[src/rtl/tdm_demux_4ch.sv]
// ---------------------------------------------------------------------------
// tdm_demux_4ch
//
// Receive-side partner of the 4-input TDM multiplexer. A stream of valid
// beats arrives in slot order 0..3 (channels a, b, c, d), with frame_sync
// marking the slot-0 beat. The first three words of a frame are parked in
// shadow registers. When the slot-3 beat arrives, all four channel outputs
// are updated together and out_valid pulses for one cycle.
//
// The block hunts for frame_sync, then stays locked while the framing holds.
// A framing violation pulses sync_err:
//   - early sync: frame_sync arrives before slot 0. The beat restarts the
//     frame as slot 0 and the block stays locked.
//   - missing sync: slot 0 arrives without frame_sync. The beat is dropped
//     and the block goes back to hunting.
//
// Parameters
//   WIDTH       bit width of din and of each channel word
//
// Ports
//   clock       system clock, rising-edge active
//   reset       asynchronous, active-high reset
//   din         multiplexed data word
//   in_valid    din carries a beat this cycle
//   frame_sync  qualified by in_valid; marks the beat as slot 0
//   a, b, c, d  registered channel words 0..3 of the last complete frame
//   out_valid   one-cycle pulse: a..d just took a new complete frame
//   slot        slot index expected for the next valid beat
//   locked      high while the block is frame-aligned
//   sync_err    one-cycle pulse on a framing violation
// ---------------------------------------------------------------------------
module tdm_demux_4ch #(
  parameter int WIDTH = 8
) (
  input  logic             clock,
  input  logic             reset,
  input  logic [WIDTH-1:0] din,
  input  logic             in_valid,
  input  logic             frame_sync,
  output logic [WIDTH-1:0] a,
  output logic [WIDTH-1:0] b,
  output logic [WIDTH-1:0] c,
  output logic [WIDTH-1:0] d,
  output logic             out_valid,
  output logic [1:0]       slot,
  output logic             locked,
  output logic             sync_err
);

  localparam logic [0:0] ST_HUNT   = 1'b0;
  localparam logic [0:0] ST_LOCKED = 1'b1;

  localparam logic [1:0] SLOT_FIRST = 2'd0;
  localparam logic [1:0] SLOT_LAST  = 2'd3;

  logic [0:0]       state;
  logic [WIDTH-1:0] sh0;
  logic [WIDTH-1:0] sh1;
  logic [WIDTH-1:0] sh2;

  // Beat classification. Exactly one of these is high on any beat, and all
  // of them are low when in_valid is low, so idle cycles hold every register.
  logic at_slot0;
  logic hunt_sync;
  logic hunt_drop;
  logic early_sync;
  logic missing_sync;
  logic normal_beat;
  logic frame_done;

  // A beat is "normal" when frame_sync agrees with the slot position: it must
  // be high exactly on slot 0. The two ways to disagree are the two error
  // cases. The slot-3 normal beat is the one that completes a frame.
  always_comb begin
    at_slot0     = (slot == SLOT_FIRST);
    hunt_sync    = in_valid && (state == ST_HUNT) &&  frame_sync;
    hunt_drop    = in_valid && (state == ST_HUNT) && !frame_sync;
    early_sync   = in_valid && (state == ST_LOCKED) &&  frame_sync && !at_slot0;
    missing_sync = in_valid && (state == ST_LOCKED) && !frame_sync &&  at_slot0;
    normal_beat  = in_valid && (state == ST_LOCKED) && (frame_sync == at_slot0);
    frame_done   = normal_beat && (slot == SLOT_LAST);
  end

  assign locked = (state == ST_LOCKED);

  // Alignment state. Any sync seen while hunting acquires lock. A missing
  // sync drops lock. An early sync re-aligns the frame without losing lock.
  always_ff @(posedge clock or posedge reset) begin
    if (reset) begin
      state <= ST_HUNT;
    end else if (hunt_sync) begin
      state <= ST_LOCKED;
    end else if (missing_sync) begin
      state <= ST_HUNT;
    end
  end

  // Slot counter. Any beat accepted as slot 0 (an acquiring sync or an early
  // sync) moves the counter to 1. A normal beat advances it, and the 2-bit
  // wrap from 3 back to 0 ends the frame. Discarded beats leave it at 0.
  always_ff @(posedge clock or posedge reset) begin
    if (reset) begin
      slot <= SLOT_FIRST;
    end else if (hunt_sync || early_sync) begin
      slot <= 2'd1;
    end else if (normal_beat) begin
      slot <= slot + 2'd1;
    end else if (missing_sync || hunt_drop) begin
      slot <= SLOT_FIRST;
    end
  end

  // Shadow capture for slots 0..2. These registers are not cleared on a
  // framing error. Stale words can never reach a..d, because a frame only
  // completes after slots 0..2 have all been rewritten in order.
  always_ff @(posedge clock or posedge reset) begin
    if (reset) begin
      sh0 <= '0;
      sh1 <= '0;
      sh2 <= '0;
    end else if (hunt_sync || early_sync) begin
      sh0 <= din;
    end else if (normal_beat) begin
      case (slot)
        2'd0:    sh0 <= din;
        2'd1:    sh1 <= din;
        2'd2:    sh2 <= din;
        default: ;
      endcase
    end
  end

  // Channel outputs change only when a frame completes. Until then they hold
  // the last complete frame, including across errors and loss of lock.
  always_ff @(posedge clock or posedge reset) begin
    if (reset) begin
      a <= '0;
      b <= '0;
      c <= '0;
      d <= '0;
    end else if (frame_done) begin
      a <= sh0;
      b <= sh1;
      c <= sh2;
      d <= din;
    end
  end

  // Registered status pulses. Each one is recomputed every cycle, so it is
  // high for exactly one cycle. A frame completion and a framing error come
  // from disjoint beat classes, so the two pulses can never coincide.
  always_ff @(posedge clock or posedge reset) begin
    if (reset) begin
      out_valid <= 1'b0;
      sync_err  <= 1'b0;
    end else begin
      out_valid <= frame_done;
      sync_err  <= early_sync || missing_sync;
    end
  end

endmodule

[config.mk]
export PLATFORM = sky130hd
export DESIGN_NAME = tdm_demux_4ch
export DESIGN_NICKNAME = d
export VERILOG_FILES = /design/src/rtl/tdm_demux_4ch.sv
export SDC_FILE = /design/constraint.sdc
export NUM_CORES = 1
export LEC_CHECK = 0
export ABC_AREA = 1
export BUFFER_PORTS_ARGS = -buffer_cell sky130_fd_sc_hd__buf_2
export CAP_MARGIN = 10
export CORE_AREA = 2 2 75 77
export DETAILED_ROUTE_END_ITERATION = 10
export DIE_AREA = 0 0 77 79
export HOLD_SLACK_MARGIN = 0.03
export MAX_ROUTING_LAYER = met4
export PLACE_DENSITY = 0.74
export SYNTH_ARGS = -nofsm -noshare
export SYNTH_HDL_FRONTEND = slang
export SYNTH_SLANG_ARGS = --single-unit
export TNS_END_PERCENT = 100
[constraint.sdc]
create_clock -name clock -period 2.15 [get_ports clock]
set_input_delay 0.5375 -clock clock [delete_from_list [all_inputs] [get_ports clock]]
set_output_delay 0.5375 -clock clock [all_outputs]
set_load 0.02 [all_outputs]
* Word-level counts from Yosys, hierarchy flattened
Index checks and enable logic that the tools add are counted.
Storage, ports and cells: output and inout port bits 37, input port bits 12, logic and storage cells 49, bits in registers 61
Operators by class: equal/unequal tests 4, add/subtract/negate cells 1, reduce and logical (&&, ||, !) cells 23, bitwise operators 2, muxes and demuxes 8
Operators by type and width (count):
- 8-bit 2-to-1 mux | 3
- 1-bit logical AND | 10
- 2-bit 2-to-1 mux | 3
- 3-bit AND reduction | 2
- 2-bit nonzero test | 3
- 2-bit equality test, second input constant | 2
- 1-bit logical OR | 3
- 3-bit nonzero test | 1
- 2-bit by 1-bit adder with 2-bit output, second input constant | 1
- 2-bit by 1-bit equality test with 1-bit output, second input constant | 1
- 1-bit logical NOT | 2
- 2-bit logical NOT | 1
- 1-bit 2-to-1 mux | 2
- 1-bit inverter | 2
- 2-bit AND reduction | 1
- 1-bit equality test | 1

* Logic depth before layout (Yosys ltp)
Gate-level depths: netlist of run 1.
word-level depth 7, mapped depth 8

* Worst setup path after synthesis of run 1
OpenSTA, ideal clock, no wires.
path type register -> register, start point register slot[0], end point register a[0], cell stages (with the launch flop) 8, data arrival time 1.471 ns, period minus slack after synthesis 1.588 ns, slack 0.562 ns, required time 2.033 ns, cells stage by stage dfrtp_1 -> inv_1 -> ha_1 -> nand2_2 -> nand4_1 -> buf_2 -> nand2_1 -> nand2_1
On the way: longest elaborated chain between the ends 4, elaborated cells on any way between the ends 5, classes of those cells eq/ne (2); reduce/logical (3)
RTL lines:
- from (decl) | RTL line 45 | output logic [1:0] slot,
- from (signal assigned) | RTL line 107 | slot <= slot + 2'd1;
- 2-bit logical NOT | RTL line 75 | at_slot0 = (slot == SLOT_FIRST);
- 1-bit equality test | RTL line 80 | normal_beat = in_valid && (state == ST_LOCKED) && (frame_sync == at_slot0);
- 1-bit logical AND | RTL line 80
- 1-bit logical AND (*) | RTL line 81 | frame_done = normal_beat && (slot == SLOT_LAST);
- to (signal assigned) | RTL line 137 | a <= '0;
- to (signal assigned) | RTL line 142 | a <= sh0;
- to (decl) | RTL line 40 | output logic [WIDTH-1:0] a,
Every way passes the cells marked *; elsewhere a longest branch is shown, timed or not. A chain may end at the register's enable or synchronous reset.

* Worst setup path in the final report of run 1
start point register slot[0], end point register sh1[1]
On the way: longest elaborated chain between the ends 6, elaborated cells on any way between the ends 9, classes of those cells eq/ne (2); bitwise (1); reduce/logical (6)
RTL lines:
- 2-bit logical NOT | RTL line 75
- 1-bit logical NOT | RTL line 78 | early_sync = in_valid && (state == ST_LOCKED) && frame_sync && !at_slot0;
- 1-bit logical AND | RTL line 78
- 1-bit logical OR | RTL line 121 | end else if (hunt_sync || early_sync) begin
- 1-bit inverter (no source line)
- 3-bit AND reduction (no source line) (*)
- to (signal assigned) | RTL line 126 | 2'd1: sh1 <= din;
- to (decl) | RTL line 58 | logic [WIDTH-1:0] sh1;
Marks and branches as above.

==> results.cfg, run 1 <==
[timing]
skew_ps = 13.3
slew_viol_final = 0
setup_slack_ps = 265
finalSetupViolCount = 0
timing.fmax_ghz = 0.530
timing.setup.tns_ps = 0
hold_viol_final = 0
slew_headroom_pct = 71.4
worst-slew-pin-transition_ps = 428
period_share_pct = 87.7
min_period_ps = 1890
rsz0062_at_grt = no

[synthesis]
synth_top_flop_cell = dfrtp_1
syn_area_per_cell_um2 = 9.66
netlist.area_leader.share_pct = 60.3
netlist_instances = 262
yosysUniqueCellTypes = 16
ys_top_cells_by_area = dfrtp_1 (60%), nand2_1 (15%), nand4_1 (13%)
synth_nets = 278
ys_top_cells_by_count = nand2_1 (103), dfrtp_1 (61), nand4_1 (51)
ys_warn_count = 0
syn-cell-area_um2 = 2530
synth-seq-cells = 61
synthArstFlopShare_pct = 100
synth_seq_area_share_pct = 60.3
synth_edf_count = 0
synth_area_leader_cell = dfrtp_1
yosysMostFrequentCell = nand2_1

[critical_path]
reg2reg_slack_ps = 260
arrival_ps = 2110
cp-start-kind = register
r2r-end = sh1[1]$_DFFE_PP0P_
worstReg2RegStart = slot[0]$_DFFE_PP0P_
path_max_fanout = 21
path_class = reg -> reg
worst_setup_path_end_kind = register
worstPathRequired_ps = 2370
r2r_cells = 6

[global_route]
grt_overflow = 0
antenna_found_initial = 0
first_global_vias = 1943
grt_pass1_wl_um = 9320
grt_use_total_pct = 20.6
grt_max_degree = 44

[clock_network]
path_clk_slew_ps = 70
cts_hold_buf = 0
cts.repair.resized = 0
htree_num_levels = 3
clockRootBuffer = clkbuf_8
cts_buffer_depth = 2
cts_buffers = 9
post_cts_buffers = 0
insertion_delay_ps = 340
clkSinkCount = 61
cts_tree = done

[flow_run]
drv_cap = 0

[power]
p_seq_share_pct = 40.3
p_comb_share_pct = 34.2
power_density_nw_per_um2 = 1420
p_sw_share_pct = 38.7
p_clk_share_pct = 25.5
internal_power_mw = 2.69
p_leak_nw = 1.73
ir_drop_mv = 0.933
switchingPower_mw = 1.70

[final_layout]
drive_above_1_share_pct = 27.5
final_area_um2 = 3090
layoutNonFillerInstCount = 388
num_antenna_cells = 0
syn2layout_area_growth_pct = 22.1
final_nets = 327

[place]
gp_congestion = 0.833
port_buffers = 48
hpwl_um = 3690
place_ws_ps = 331
post-place-cells = 372
postPlaceCellArea_um2 = 2870

[route]
ant_nets = 0
drtIter0Drc = 141
dr.pass1.iters = 4
route.detailed.drc = 0
wire_per_inst_um = 14.2
viasPerCell = 5.17
routed_wl_um = 5490
vias = 2006

[die]
rows = 27
die_h_um = 79
core_um2 = 5340
dieArea_um2 = 6080
start_util_pct = 47.4
ios = 49
chipWidth_um = 77

[min_path]
min_path_type = in -> async

[status]
outcome = finished, final reports clean
==> power groups by stage <==
stage | combinational, mW | clock, mW | sequential (mW)
2_1_floorplan | 0.713 | 0 | 2.07
3_3_place_gp | 1.47 | 0 | 1.77
3_5_place_dp | 1.50 | 0 | 1.78
4_1_cts | 1.50 | 1.15 | 1.76
5_1_grt | 1.66 | 1.19 | 1.82
6_report | 1.50 | 1.12 | 1.77
==> worst max path at each step <==
stage | to | from | depth (start not counted)
6_report | sh1[1]$_DFFE_PP0P_ | slot[0]$_DFFE_PP0P_ | 6
5_1_grt | sh1[7]$_DFFE_PP0P_ | slot[0]$_DFFE_PP0P_ | 6
4_1_cts | sh1[1]$_DFFE_PP0P_ | slot[0]$_DFFE_PP0P_ | 6
3_5_place_dp | sh1[1]$_DFFE_PP0P_ | slot[0]$_DFFE_PP0P_ | 6
3_3_place_gp | sh1[7]$_DFFE_PP0P_ | slot[0]$_DFFE_PP0P_ | 6
2_1_floorplan | a[0]$_DFFE_PP0P_ | reset | 1
==> stage by stage <==
stage / utilization, % / hold WS [ps] / power (mW)
2_1_floorplan: - / 442 / 2.78
3_3_place_gp: 53.7 / 449 / 3.24
3_5_place_dp: 53.7 / 453 / 3.28
4_1_cts: 57.9 / 184 / 4.42
5_1_grt: 57.9 / 210 / 4.67
6_report: 57.9 / 186 / 4.39
==> state kept, by name (all words and copies together), names as in the netlist <==
| name | flops |
|---|---|
| sh2 | 8 |
| c | 8 |
| d | 8 |
| b | 8 |
| locked | 1 |
| sh0 | 8 |
| a | 8 |
| slot | 2 |
| sh1 | 8 |
| sync_err | 1 |
| out_valid | 1 |
==> cell families (layout without fill, tap and decap cells) <==
group	after synthesis	in the layout	share of synthesized area (%)
and+or+nand+nor	160	160	29.2
DFF	61	61	60.3
buffers and inverters	26	80	4.25
muxes	8	8	3.56
adders and majority gates	4	4	1.98
AOI/OAI and AO/OA	3	3	0.741
==> critical path, stage by stage (launching register included) <==
cell and delay (ps):
dfrtp_1 400, inv_1 110, ha_1 270, nand2_2 330
nand4_1 410, nand2_1 170, nand2_1 70
==> cells in the final DEF (no fill, tap or decap), types with 4 or more instances in the layout <==
master and n:
nand2_1 103, nand3_1 4, clkbuf_8 10, ha_1 4
buf_4 8, dfrtp_1 61, nand4_1 51, mux2_2 8
inv_1 4, buf_2 48
==> routing by layer <==
metal  global-route usage [%]  routed length, µm  vias to the layer above
li1                         -                  -                      992
met1                     26.3               2480                      949
met2                     31.8               2630                       55
met3                     6.14                307                       10
met4                     7.14                 75                        0
met5                        -                  0                        -
==> area by class of cell <==
type	count	area (µm²)
Clock inverter	6	86.3
Inverter	7	26.3
Fill cell	493	2250
Timing Repair Buffer	57	320
Sequential cell	61	1530
Tap cell	72	90.1
Clock buffer	10	138
Multi-Input combinational cell	175	905
(Power assumes the default switching activity.)
==> run 2, diff against run 1 <==
- CORE_AREA: 2 2 75 77 -> 2 2 90 92
- DIE_AREA: 0 0 77 79 -> 0 0 92 94
- PLACE_DENSITY: 0.74 -> default
==> run 2 against run 1 <==
First-iteration DRC count grew 17%. Clock-buffer cell count is 2 higher. Non-clock buffer count unchanged. Critical path type unchanged. Via count grew 1.4%. Clock power hardly changed.
==> results.cfg, run 2 (synthesis results as in run 1) <==
[place]
port_buffers = 48
gp_congestion = 0.814
hpwl_um = 4000
place_ws_ps = 494
postPlaceCellArea_um2 = 2910

[clock_network]
cts_hold_buf = 0
cts_tree = done
insertion_delay_ps = 340
cts_buffers = 9
htree_num_levels = 3
cts_buffer_depth = 2
cts.repair.resized = 0
clkSinkCount = 61
clockRootBuffer = clkbuf_8
post_cts_buffers = 0
path_clk_slew_ps = 70

[critical_path]
worst_setup_path_end_kind = register
path_class = reg -> reg
path_max_fanout = 8
worstPathRequired_ps = 2380
cp-start-kind = register
arrival_ps = 1910

[route]
wire_per_inst_um = 13.9
dr.pass1.iters = 4
route.detailed.drc = 0
viasPerCell = 4.87
routed_wl_um = 5810
drtIter0Drc = 165
vias = 2035
ant_nets = 0

[die]
start_util_pct = 33.3
chipWidth_um = 92
rows = 32
dieArea_um2 = 8650
ios = 49
core_um2 = 7610
die_h_um = 94

[power]
power_density_nw_per_um2 = 1410
internal_power_mw = 2.73
ir_drop_mv = 0.654
finalPower_mw = 4.41
p_sw_share_pct = 38.2
p_leak_nw = 1.73
switchingPower_mw = 1.69
p_clk_share_pct = 26.1
p_seq_share_pct = 40.0
p_comb_share_pct = 33.9

[status]
outcome = finished, final reports clean

[final_layout]
final_nets = 327
drive_above_1_share_pct = 27.2
mostFrequentLayoutCells = nand2_1 (103), dfrtp_1 (61), nand4_1 (51)
syn2layout_area_growth_pct = 23.7
final_util_pct = 41.2
num_antenna_cells = 0
final_common_cell = nand2_1
final_area_um2 = 3130

[global_route]
grt_max_degree = 39
grt_overflow = 0
grt_pass1_wl_um = 9940
grt_use_total_pct = 15.3
antenna_found_initial = 0
first_global_vias = 1993

[timing]
slew_viol_final = 0
skew_ps = 8.74
timing.setup.tns_ps = 0
slew_headroom_pct = 64.5
rsz0062_at_grt = no
hold_viol_final = 0
finalSetupViolCount = 0
timing.fmax_ghz = 0.594
period_share_pct = 78.3
setup_slack_ps = 467
worst-slew-pin-transition_ps = 531
min_period_ps = 1680

[flow_run]
drv_cap = 0

[min_path]
min_path_type = in -> async
run 2: cell types whose count changed in the layout (fill, tap and decap cells not counted), sizes merged:
cell and delta:
clkinvlp -1, clkinv -1, clkbuf +2
run 2: final timing paths:
kind,start,endpoint,slack [ps],depth (start not counted)
setup / recovery,slot[0]$_DFFE_PP0P_,sh2[7]$_DFFE_PP0P_,470,7
hold / removal,reset,b[6]$_DFFE_PP0P_,240,2
setup reg to reg,slot[0]$_DFFE_PP0P_,sh2[7]$_DFFE_PP0P_,470,7
hold reg to reg,b[4]$_DFFE_PP0P_,b[4]$_DFFE_PP0P_,470,2
max in group asynchronous,reset,a[7]$_DFFE_PP0P_,1330,3
min in group clock,b[4]$_DFFE_PP0P_,b[4]$_DFFE_PP0P_,470,2
run 2: final cells by class:
class | count | area [µm²]
clock buffers | 12 | 155
clock inverters | 4 | 70.1
fillers | 765 | 4480
inverters | 7 | 26.3
multi-input cells | 175 | 905
flip-flops and latches | 61 | 1530
well taps | 102 | 128
repair buffers | 57 | 320
run 2: metrics by stage:
stage | hold WS (ps) | instances
2_1_floorplan | 442 | 262
3_3_place_gp | 453 | 402
3_5_place_dp | 456 | 402
4_1_cts | 250 | 418
5_1_grt | 291 | 418
6_report | 235 | 418
run 2: power by group through the flow:
stage | sequential [mW] | combinational (mW) | clock [mW]
global placement | 1.78 | 1.49 | 0
CTS | 1.77 | 1.51 | 1.18
global route | 1.82 | 1.67 | 1.23
detailed placement | 1.79 | 1.51 | 0
floorplan | 2.07 | 0.713 | 0
finish | 1.77 | 1.50 | 1.15
run 2: critical path, stage by stage (launching register included):
cell and delay, ps:
dfrtp_1 420, inv_1 120, ha_1 250, inv_2 70, nand2_1 130, nand4_1 360
nand2_1 160, nand2_1 60
run 2: routing by layer:
| layer | vias to the layer above | share of wire, % | global-route usage, % |
|---|---|---|---|
| li1 | 992 | - | - |
| met1 | 989 | 45 | 19.4 |
| met2 | 45 | 49 | 24.2 |
| met3 | 9 | 3.9 | 2.73 |
| met4 | 0 | 2.0 | 6.72 |
| met5 | - | 0 | - |
